$ cat config.mk
export PLATFORM = sky130hd
export DESIGN_NAME = seq_alu
export DESIGN_NICKNAME = d
export VERILOG_FILES = /design/src/rtl/seq_alu.sv
export SDC_FILE = /design/constraint.sdc
export NUM_CORES = 1
export LEC_CHECK = 0
export ABC_AREA = 1
export CORE_MARGIN = 2
export CORE_UTILIZATION = 40
export CTS_CLUSTER_DIAMETER = 100
export CTS_CLUSTER_SIZE = 25
export DETAILED_ROUTE_END_ITERATION = 8
export GPL_ROUTABILITY_DRIVEN = 0
export SLEW_MARGIN = 20
export SYNTH_ARGS = -nofsm -noshare
export SYNTH_HDL_FRONTEND = slang
export SYNTH_SLANG_ARGS = --single-unit
$ cat constraint.sdc
create_clock -name clk -period 3.8 [get_ports clk]
set_input_delay 0.38 -clock clk [delete_from_list [all_inputs] [get_ports clk]]
set_output_delay 0.38 -clock clk [all_outputs]
set_load 0.02 [all_outputs]
$ cat src/rtl/seq_alu.sv
// seq_alu: handshaked ALU with an iterative multiplier and an optional divider.
//
// Holds one operation at a time. Single-cycle ops finish one cycle after they are
// accepted. MUL/MULHU use shift-add and finish WIDTH+1 cycles after acceptance.
// DIVU/REMU use restoring division and also finish WIDTH+1 cycles after acceptance.
//
// Optional feature macro: SEQ_ALU_DIV_EN.
//   Defined   : divider datapath and DIV state are built.
//   Undefined : opcodes 1100/1101 report err like any illegal opcode.
//
// Ports:
//   clk         rising-edge clock
//   rst_n       asynchronous active-low reset
//   in_valid    operation request
//   in_ready    block can accept a request this cycle
//   a, b        operands (WIDTH bits), sampled only at acceptance
//   alucontrol  4-bit opcode
//   out_valid   result/flags/err valid
//   out_ready   consumer takes the result this cycle
//   result      registered result (WIDTH bits)
//   flags       registered {v,c,n,z}
//   err         illegal opcode, qualified by out_valid
module seq_alu #(
   parameter int WIDTH = 32,
   parameter int SHW   = $clog2(WIDTH)
) (
   input  logic             clk,
   input  logic             rst_n,
   input  logic             in_valid,
   output logic             in_ready,
   input  logic [WIDTH-1:0] a,
   input  logic [WIDTH-1:0] b,
   input  logic [3:0]       alucontrol,
   output logic             out_valid,
   input  logic             out_ready,
   output logic [WIDTH-1:0] result,
   output logic [3:0]       flags,
   output logic             err
);

   localparam logic [3:0] OP_ADD   = 4'b0000;
   localparam logic [3:0] OP_SUB   = 4'b0001;
   localparam logic [3:0] OP_AND   = 4'b0010;
   localparam logic [3:0] OP_OR    = 4'b0011;
   localparam logic [3:0] OP_XOR   = 4'b0100;
   localparam logic [3:0] OP_SLT   = 4'b0101;
   localparam logic [3:0] OP_SLL   = 4'b0110;
   localparam logic [3:0] OP_SRL   = 4'b0111;
   localparam logic [3:0] OP_SRA   = 4'b1000;
   localparam logic [3:0] OP_SLTU  = 4'b1001;
   localparam logic [3:0] OP_MUL   = 4'b1010;
   localparam logic [3:0] OP_MULHU = 4'b1011;
`ifdef SEQ_ALU_DIV_EN
   localparam logic [3:0] OP_DIVU  = 4'b1100;
   localparam logic [3:0] OP_REMU  = 4'b1101;
`endif

   typedef enum logic [1:0] {
      IDLE = 2'd0,
      MUL  = 2'd1,
`ifdef SEQ_ALU_DIV_EN
      DIV  = 2'd2,
`endif
      DONE = 2'd3
   } stateType;

   stateType         state, nextState;
   logic [SHW-1:0]   counter;
   logic [WIDTH-1:0] accHi, accLo, operandReg;
   logic             pickHigh;
   logic             accept, iterating;

   logic             useSub, carry, overflow;
   logic [WIDTH-1:0] bOperand, sum;
   logic [WIDTH-1:0] aluResult;
   logic             aluV, aluC, aluErr, startMul, startDiv;

   logic [WIDTH:0]   mulSum;
   logic [WIDTH-1:0] iterHi, iterLo, finalResult;
`ifdef SEQ_ALU_DIV_EN
   logic [WIDTH:0]   divTrial;
`endif

   // Handshake: a new op can be taken when idle, or when the finished result
   // is being consumed in the same cycle (back-to-back issue).
   always_comb begin
      in_ready  = (state == IDLE) || ((state == DONE) && out_ready);
      accept    = in_valid && in_ready;
      out_valid = (state == DONE);
`ifdef SEQ_ALU_DIV_EN
      iterating = (state == MUL) || (state == DIV);
`else
      iterating = (state == MUL);
`endif
   end

   // Single-cycle datapath. Add, sub, slt and sltu share one adder: subtraction
   // is a + ~b + 1, so slt and sltu fall out of the sign/overflow and carry.
   // Multi-cycle opcodes only raise a start request here.
   always_comb begin
      useSub    = (alucontrol == OP_SUB) || (alucontrol == OP_SLT) || (alucontrol == OP_SLTU);
      bOperand  = useSub ? ~b : b;
      {carry, sum} = {1'b0, a} + {1'b0, bOperand} + (WIDTH+1)'(useSub);
      overflow  = ~(useSub ^ a[WIDTH-1] ^ b[WIDTH-1]) & (a[WIDTH-1] ^ sum[WIDTH-1]);
      aluResult = '0;
      aluV      = 1'b0;
      aluC      = 1'b0;
      aluErr    = 1'b0;
      startMul  = 1'b0;
      startDiv  = 1'b0;
      case (alucontrol)
         OP_ADD, OP_SUB: begin
            aluResult = sum;
            aluV      = overflow;
            aluC      = carry;
         end
         OP_AND: aluResult = a & b;
         OP_OR:  aluResult = a | b;
         OP_XOR: aluResult = a ^ b;
         OP_SLT: begin
            aluResult = {{(WIDTH-1){1'b0}}, sum[WIDTH-1] ^ overflow};
            aluV      = overflow;
            aluC      = carry;
         end
         OP_SLTU: begin
            aluResult = {{(WIDTH-1){1'b0}}, ~carry};
            aluV      = overflow;
            aluC      = carry;
         end
         OP_SLL: aluResult = a << b[SHW-1:0];
         OP_SRL: aluResult = a >> b[SHW-1:0];
         OP_SRA: aluResult = $signed(a) >>> b[SHW-1:0];
         OP_MUL, OP_MULHU: startMul = 1'b1;
`ifdef SEQ_ALU_DIV_EN
         OP_DIVU, OP_REMU: begin
            if (b == '0) begin
               aluResult = (alucontrol == OP_DIVU) ? '1 : a;
            end else begin
               startDiv = 1'b1;
            end
         end
`endif
         default: aluErr = 1'b1;
      endcase
   end

   // One iteration step. Multiply: accLo holds the remaining multiplier bits and
   // receives product low bits as they shift out of accHi. Divide: accHi is the
   // partial remainder, accLo shifts dividend bits out and quotient bits in.
   // finalResult picks the high or low half of the step about to be written.
   always_comb begin
      mulSum = {1'b0, accHi} + (accLo[0] ? {1'b0, operandReg} : '0);
      iterHi = mulSum[WIDTH:1];
      iterLo = {mulSum[0], accLo[WIDTH-1:1]};
`ifdef SEQ_ALU_DIV_EN
      divTrial = {accHi, accLo[WIDTH-1]} - {1'b0, operandReg};
      if (state == DIV) begin
         iterHi = divTrial[WIDTH] ? {accHi[WIDTH-2:0], accLo[WIDTH-1]} : divTrial[WIDTH-1:0];
         iterLo = {accLo[WIDTH-2:0], ~divTrial[WIDTH]};
      end
`endif
      finalResult = pickHigh ? iterHi : iterLo;
   end

   // State register.
   always_ff @(posedge clk or negedge rst_n) begin
      if (!rst_n) begin
         state <= IDLE;
      end else begin
         state <= nextState;
      end
   end

   // Next-state logic. IDLE and DONE share the accept path so back-to-back ops
   // take exactly the same transitions as ops issued from IDLE.
   always_comb begin
      nextState = state;
      case (state)
         IDLE, DONE: begin
            if (accept) begin
               if (startMul) begin
                  nextState = MUL;
`ifdef SEQ_ALU_DIV_EN
               end else if (startDiv) begin
                  nextState = DIV;
`endif
               end else begin
                  nextState = DONE;
               end
            end else if ((state == DONE) && out_ready) begin
               nextState = IDLE;
            end
         end
         MUL: if (counter == '0) nextState = DONE;
`ifdef SEQ_ALU_DIV_EN
         DIV: if (counter == '0) nextState = DONE;
`endif
         default: nextState = IDLE;
      endcase
   end

   // Datapath registers. Single-cycle results land at the acceptance edge;
   // iterative ops load their operands there and write the result on the
   // edge where the counter reaches zero. Outputs are only written at those
   // points, so they hold while the consumer stalls.
   always_ff @(posedge clk or negedge rst_n) begin
      if (!rst_n) begin
         result     <= '0;
         flags      <= '0;
         err        <= 1'b0;
         counter    <= '0;
         accHi      <= '0;
         accLo      <= '0;
         operandReg <= '0;
         pickHigh   <= 1'b0;
      end else if (accept) begin
         if (startMul) begin
            accHi      <= '0;
            accLo      <= b;
            operandReg <= a;
            counter    <= SHW'(WIDTH-1);
            pickHigh   <= (alucontrol == OP_MULHU);
`ifdef SEQ_ALU_DIV_EN
         end else if (startDiv) begin
            accHi      <= '0;
            accLo      <= a;
            operandReg <= b;
            counter    <= SHW'(WIDTH-1);
            pickHigh   <= (alucontrol == OP_REMU);
`endif
         end else begin
            result <= aluResult;
            flags  <= aluErr ? 4'b0000 : {aluV, aluC, aluResult[WIDTH-1], aluResult == '0};
            err    <= aluErr;
         end
      end else if (iterating) begin
         accHi   <= iterHi;
         accLo   <= iterLo;
         counter <= counter - SHW'(1);
         if (counter == '0) begin
            result <= finalResult;
            flags  <= {2'b00, finalResult[WIDTH-1], finalResult == '0};
            err    <= 1'b0;
         end
      end
   end

endmodule

* Yosys cells after proc, flatten, opt, wreduce, memory -nomap -nowiden
Index checks and enable logic that the tools add are counted.
** Word-level totals
- Bits in registers :: 141
- Word-level logic and storage cells :: 100
** Cells by class
- Add/sub/neg operators :: 4
- Eq/ne operators :: 17
- Shift operators :: 3
- Mux-type cells :: 35
- Bitwise logic cells :: 11
- Reductions and logical operators :: 21
** Operators with widths (number)
- $mux W32 :: 13
- $pmux W32 S9 :: 1
- $add A32 B32 Y33 :: 2
- $logic_not A32 Y1 :: 2
- $add A33 B1 Y33 :: 1
- $and A32 B32 Y32 :: 1
- $not A32 Y32 :: 1
- $or A32 B32 Y32 :: 1
- $shl A32 B5 Y32 :: 1
- $shr A32 B5 Y32 :: 1
- $sshr A32 B5 Y32 :: 1
- $xor A32 B32 Y32 :: 1
- $mux W4 :: 5
- $eq A4 B3 Y1 const B :: 4
- $eq A4 B4 Y1 const B :: 4
- $mux W5 :: 3
- $reduce_or A12 Y1 :: 1
- $eq A4 B2 Y1 const B :: 2
- $mux W1 :: 8
- $mux W2 :: 4
- $reduce_and A2 Y1 :: 3
- $reduce_or A2 Y1 :: 3
- $logic_not A5 Y1 :: 1
- $sub A5 B1 Y5 const B :: 1
- other kinds (17) :: 26

* Depth between registers and ports, before layout
- Depth after elaboration :: 14
- Gate-level depth with buffers :: 27
- Mapped depth without buffers :: 24

* Worst setup path before layout
No wires, ideal clock.
- Path type :: input to register
- From :: in b[4]
- To :: reg flags[0]
- Library setup time :: 0.117 ns
- Arrival :: 3.125 ns
- Required time :: 3.683 ns
- Path slack :: 0.559 ns
- Stages :: 25
- Path buffers :: 3
- Path through :: clkbuf_1 > inv_1 > buf_2 > buf_1 > xor2_1 > ha_1 > nand2_1 > inv_1 > nand2_1 > and2_1 > nand2_2 > nand2_1 > nand2_1 > nand2_1 > nand2_1 > nand2_1 > nand2_1 > nand2_1 > and2_1 > o21ai_0 > nor2_1 > nand4_1 > nand2_1 > nand2_1 > nand2_1
** Between the ends
- Longest elaborated chain between the ends :: 12
- Elaborated cells on any way between the ends :: 19
- Those cells by class :: add/sub (2); shift (3); mux (5); bitwise (8); reduce/logical (1)
** RTL lines
- start, declared :: line 32 : input logic [WIDTH-1:0] b,
- $not A32 Y32 :: line 102 : bOperand = useSub ? ~b : b;
- $mux W32 :: line 102
- $add A32 B32 Y33 :: line 103 : {carry, sum} = {1'b0, a} + {1'b0, bOperand} + (WIDTH+1)'(useSub);
- $add A33 B1 Y33 :: line 103
- $xor A1 B1 Y1 :: line 104 : overflow = ~(useSub ^ a[WIDTH-1] ^ b[WIDTH-1]) & (a[WIDTH-1] ^ sum[WIDTH-1]);
- $and A1 B1 Y1 :: line 104
- $xor A1 B1 Y1 :: line 121 : aluResult = {{(WIDTH-1){1'b0}}, sum[WIDTH-1] ^ overflow};
- $pmux W32 S9 (*) :: line 111 : case (alucontrol)
- $logic_not A32 Y1 (*) :: line 233 : flags <= aluErr ? 4'b0000 : {aluV, aluC, aluResult[WIDTH-1], aluResult == '0};
- $mux W4 (*) :: line 233
- $mux W4 (*) :: line 217 : if (startMul) begin
- $mux W4 (*) :: line 216 : end else if (accept) begin
- end signal, assigned :: line 233
- end signal, assigned :: line 242 : flags <= {2'b00, finalResult[WIDTH-1], finalResult == '0};
- end, declared :: line 37 : output logic [3:0] flags,
Mark *: on every way between the ends. The rest lies on a longest branch, timed or not. The select of a mux whose other input is x is not followed.
A chain may end at the register's enable or synchronous reset.

* Final worst setup path
- From :: in alucontrol[0]
- To :: reg flags[0]
** Between the ends
- Longest elaborated chain between the ends :: 14
- Elaborated cells on any way between the ends :: 35
- Those cells by class :: add/sub (2); eq/ne (12); mux (6); bitwise (7); reduce/logical (8)
** RTL lines
- start, declared :: line 33 : input logic [3:0] alucontrol,
- $eq A4 B1 Y1 / $eq A4 B3 Y1 (equally long branches) :: line 101, 111
- $logic_or A1 B1 Y1 (2 in a row) :: line 101 : useSub = (alucontrol == OP_SUB) || (alucontrol == OP_SLT) || (alucontrol == OP_SLTU);
- $mux W32 :: line 102
- $add A32 B32 Y33 :: line 103
- $add A33 B1 Y33 :: line 103
- $xor A1 B1 Y1 :: line 104
- $and A1 B1 Y1 :: line 104
- $xor A1 B1 Y1 :: line 121
- $pmux W32 S9 :: line 111
- $logic_not A32 Y1 :: line 233
- $mux W4 :: line 233
- $mux W4 :: line 217
- $mux W4 :: line 216
Parallel ways exist; a longest one is shown, timed or not. The select of a mux whose other input is x is not followed.

==> metrics.md <==
| Metric | Value |
|---|---|
| Multi-input combinational cell area | `0.0113 mm2` |
| Final wirelength | `71,500 um` |
| Post-Synth Simple-Gate Area | `0.386` |
| Port buffer count | `110` |
| Hold_buf cts | `0` |
| Final setup fails | `0` |
| Core Rows | `73` |
| Num CTS Buffers | `17` |
| Syn. warnings | `0` |
| Mapped cell area | `0.0163 mm2` |
| Number of synthesized flops with an enable pin | `0` |
| Async SR Flop Fraction | `1.00` |
| Register area share after synthesis | `0.217` |
| DP Wirelength | `58,000 um` |
| FMAX | `0.282 GHz` |
| Max_slew headroom | `0.367` |
| # DRC | `0` |
| Commonest non-fill, non-tap cell in the layout | `nand2_1` |
| WL/cell | `21.1 um` |
| Vias in the first global route | `18,500` |
| Share of cells above drive strength 1 | `0.0817` |
| Final worst path period need | `3.55 ns` |
| Fin. max-slew vios | `0` |
| Final setup skew | `0.0129 ns` |
| Antenna-violating nets left | `0` |
| Hold slack | `0.0251 ns` |
| Final hold viol count | `0` |
| RR Endpoint | `flags[0]$_DFFE_PN0P_` |
| DR pass1 iterations | `8` |
| Leak | `9.99 nW` |
| Xor and xnor fraction of the mapped netlist area | `0.0237` |
| Slew @ Worst Pin | `0.949 ns` |
| Total track usage | `0.338` |
| WS Path Type | `primary input to register` |
| Arrival time at the worst endpoint | `3.91 ns` |
| Clock Sinks | `141` |
| Die W | `206 um` |
| Die Y | `206 um` |
| CTS tree | `done` |
| Crit-path max FO | `18` |
| RSZ-0062 raised after global routing | `no` |
| Clock root buffer | `clkbuf_16` |
| Synth Register Bits | `141` |
| IO Pins | `111` |
| Initial core utilization | `0.407` |
| Initial antenna violation count | `3` |
| Mapped Cells | `2,676` |
| Grt ovf | `0` |
| Clk_lat worst skew | `0.43 ns` |
| FF/Latch Area | `0.00353 mm2` |
| Hold WC Path Type | `primary input to asynchronous set/reset pin` |
| Cell Pwr Density | `512 mW/mm2` |
| # H-tree levels | `4` |
| Clock Tree Buf Depth | `2` |
| Largest net degree at the start of global routing | `95` |
| Library cells used by synthesis | `53` |
| Reg-to-reg slack, setup | `0.33 ns` |
| Startpoint class of the critical path | `primary input` |
| Syn_nets | `2,884` |
| Final nets | `3,059` |
| Vias per std cell | `5.79` |
| R2r startpoint | `accLo[0]$_DFFE_PN0P_` |
| Post-synthesis compound-gate area fraction | `0.175` |
| First-pass GRT wire length | `108,000 um` |
| Max Cap Viol | `0` |
| Final core occ | `0.486` |
| Die area | `0.0423 mm2` |
| DRT iter0 DRCs | `2,095` |
| Vias | `19,600` |
| Adder-Cell Fraction of Synth Area | `0.106` |
| Avg Inst Size Synth | `6.08 um2` |
| Fin crit share | `0.933` |
| Critical Path End Type | `register` |
| Register-to-Register Path Depth | `20` |
| CTS clk-pin slew, worst paths | `0.06 ns` |
| Layout area overhead | `19.4%` |
| Largest family of logic cells by synthesized area | `simple AND/OR/NAND/NOR gates` |
| Total setup buffers inserted after CTS | `0` |
| Commonest non-fill, non-tap cells in the layout | `nand2_1, nand3_1, inv_1, nor2_1, o21ai_0` |
| Top_reg_cell synth | `dfrtp_1` |
| WP data required | `4.16 ns` |
| Peak VDD IR | `0.000338 V` |
| Fillers | `4,184` |
| Status | `finished, final reports clean` |
| Area of the core | `0.0399 mm2` |
| Post-synthesis mux area share | `0.000616` |
cell type report:
cell class / count / share of cell area
clock inverters: 12 / 0.00599
diodes: 1 / 0.000129
multi-input cells: 2156 / 0.580
repair buffers: 280 / 0.126
clock buffers: 20 / 0.0230
well taps: 525 / 0.0338
inverters: 255 / 0.0493
flip-flops and latches: 141 / 0.182
routing by layer:
| layer | track usage | vias to the layer above | share of wire |
|---|---|---|---|
| met2 | 0.522 | 984 | 0.43 |
| met3 | 0.0553 | 209 | 0.092 |
| met5 | 0 | - | 0.00034 |
| met1 | 0.446 | 9158 | 0.41 |
| li1 | - | 9264 | - |
| met4 | 0.197 | 4 | 0.067 |
synthesized netlist by cell type (all sizes together) (8+ instances only):
cell type | count | area (um2)
a21o | 20 | 150
a21oi | 124 | 624
a221oi | 12 | 105
a22o | 11 | 96.3
a22oi | 10 | 75.1
a31oi | 22 | 138
a32o | 11 | 110
and2 | 8 | 50.1
buf | 62 | 307
clkbuf | 62 | 233
dfrtp | 141 | 3530
ha | 134 | 1680
inv | 254 | 953
nand2 | 809 | 3040
nand3 | 371 | 1860
nand3b | 14 | 105
nand4 | 23 | 144
nor2 | 226 | 858
nor3 | 23 | 115
o211ai | 21 | 158
o21ai | 215 | 1080
o21bai | 9 | 67.6
xor2 | 40 | 350
critical path, stage by stage:
cell and delay, ns:
clkdlybuf4s50_1 0.56, nand3_2 0.15, buf_12 0.18, buf_12 0.16
xor2_1 0.14, ha_1 0.34, a21oi_1 0.22, a21boi_0 0.26
a21boi_0 0.26, nand3_1 0.18, or2_2 0.30, a21oi_1 0.19
nand2_1 0.08, nor2_1 0.17, nand4_1 0.11, nand2_1 0.07
nand2_1 0.05, nand2_1 0.09
worst max path at each step:
stage	start	to	slack, ns	depth (start not counted)
after global placement	alucontrol[2]	flags[0]$_DFFE_PN0P_	-0.04	23
final	alucontrol[0]	flags[0]$_DFFE_PN0P_	0.25	18
after floorplan	b[4]	flags[0]$_DFFE_PN0P_	0.56	25
after global routing	alucontrol[3]	flags[0]$_DFFE_PN0P_	0.002	19
after CTS	accLo[0]$_DFFE_PN0P_	flags[0]$_DFFE_PN0P_	0.26	20
after detailed placement	alucontrol[3]	flags[0]$_DFFE_PN0P_	-0.08	23
registers in the layout, indices dropped and copies added, names as in the netlist:
signal	cells
accHi	32
accLo	32
operandReg	32
result	32
counter	5
flags	4
state	2
err	1
pickHigh	1
cell families (layout without fill, tap and decap cells):
group / after synthesis / in the layout
buffers and inverters: 379 / 567
AND/OR/NAND/NOR: 1491 / 1491
flip-flops: 141 / 141
adder cells (fa/ha/maj): 136 / 136
multiplexers: 1 / 1
XOR/XNOR: 44 / 44
other: 0 / 1
AO/OA/AOI/OAI: 484 / 484
where the power goes:
part | switching [mW] | internal [mW]
Combinational | 3.67 | 2.03
Sequential | 0.465 | 2.16
Clock | 0.685 | 0.921
stage by stage:
| stage | worst slack [ns] | TNS [ns] | cells | power, mW | cell area, um2 |
|---|---|---|---|---|---|
| 3_3_place_gp | -0.0399 | -0.0399 | 3357 | 8.13 | 18800 |
| 6_report | 0.254 | 0 | 3390 | 9.94 | 19400 |
| 3_5_place_dp | -0.0784 | -0.0889 | 3357 | 8.20 | 18800 |
| 5_1_grt | 0.00210 | 0 | 3389 | 10.7 | 19400 |
| 2_1_floorplan | 0.559 | 0 | 2676 | 5.94 | 16300 |
| 4_1_cts | 0.257 | 0 | 3389 | 9.85 | 19400 |
repair_timing:
action                     in CTS  in global routing
resized for setup               0                  2
hold endpoints to repair        0                  0
setup endpoints to repair       0                  1
(Power assumes the default switching activity.)
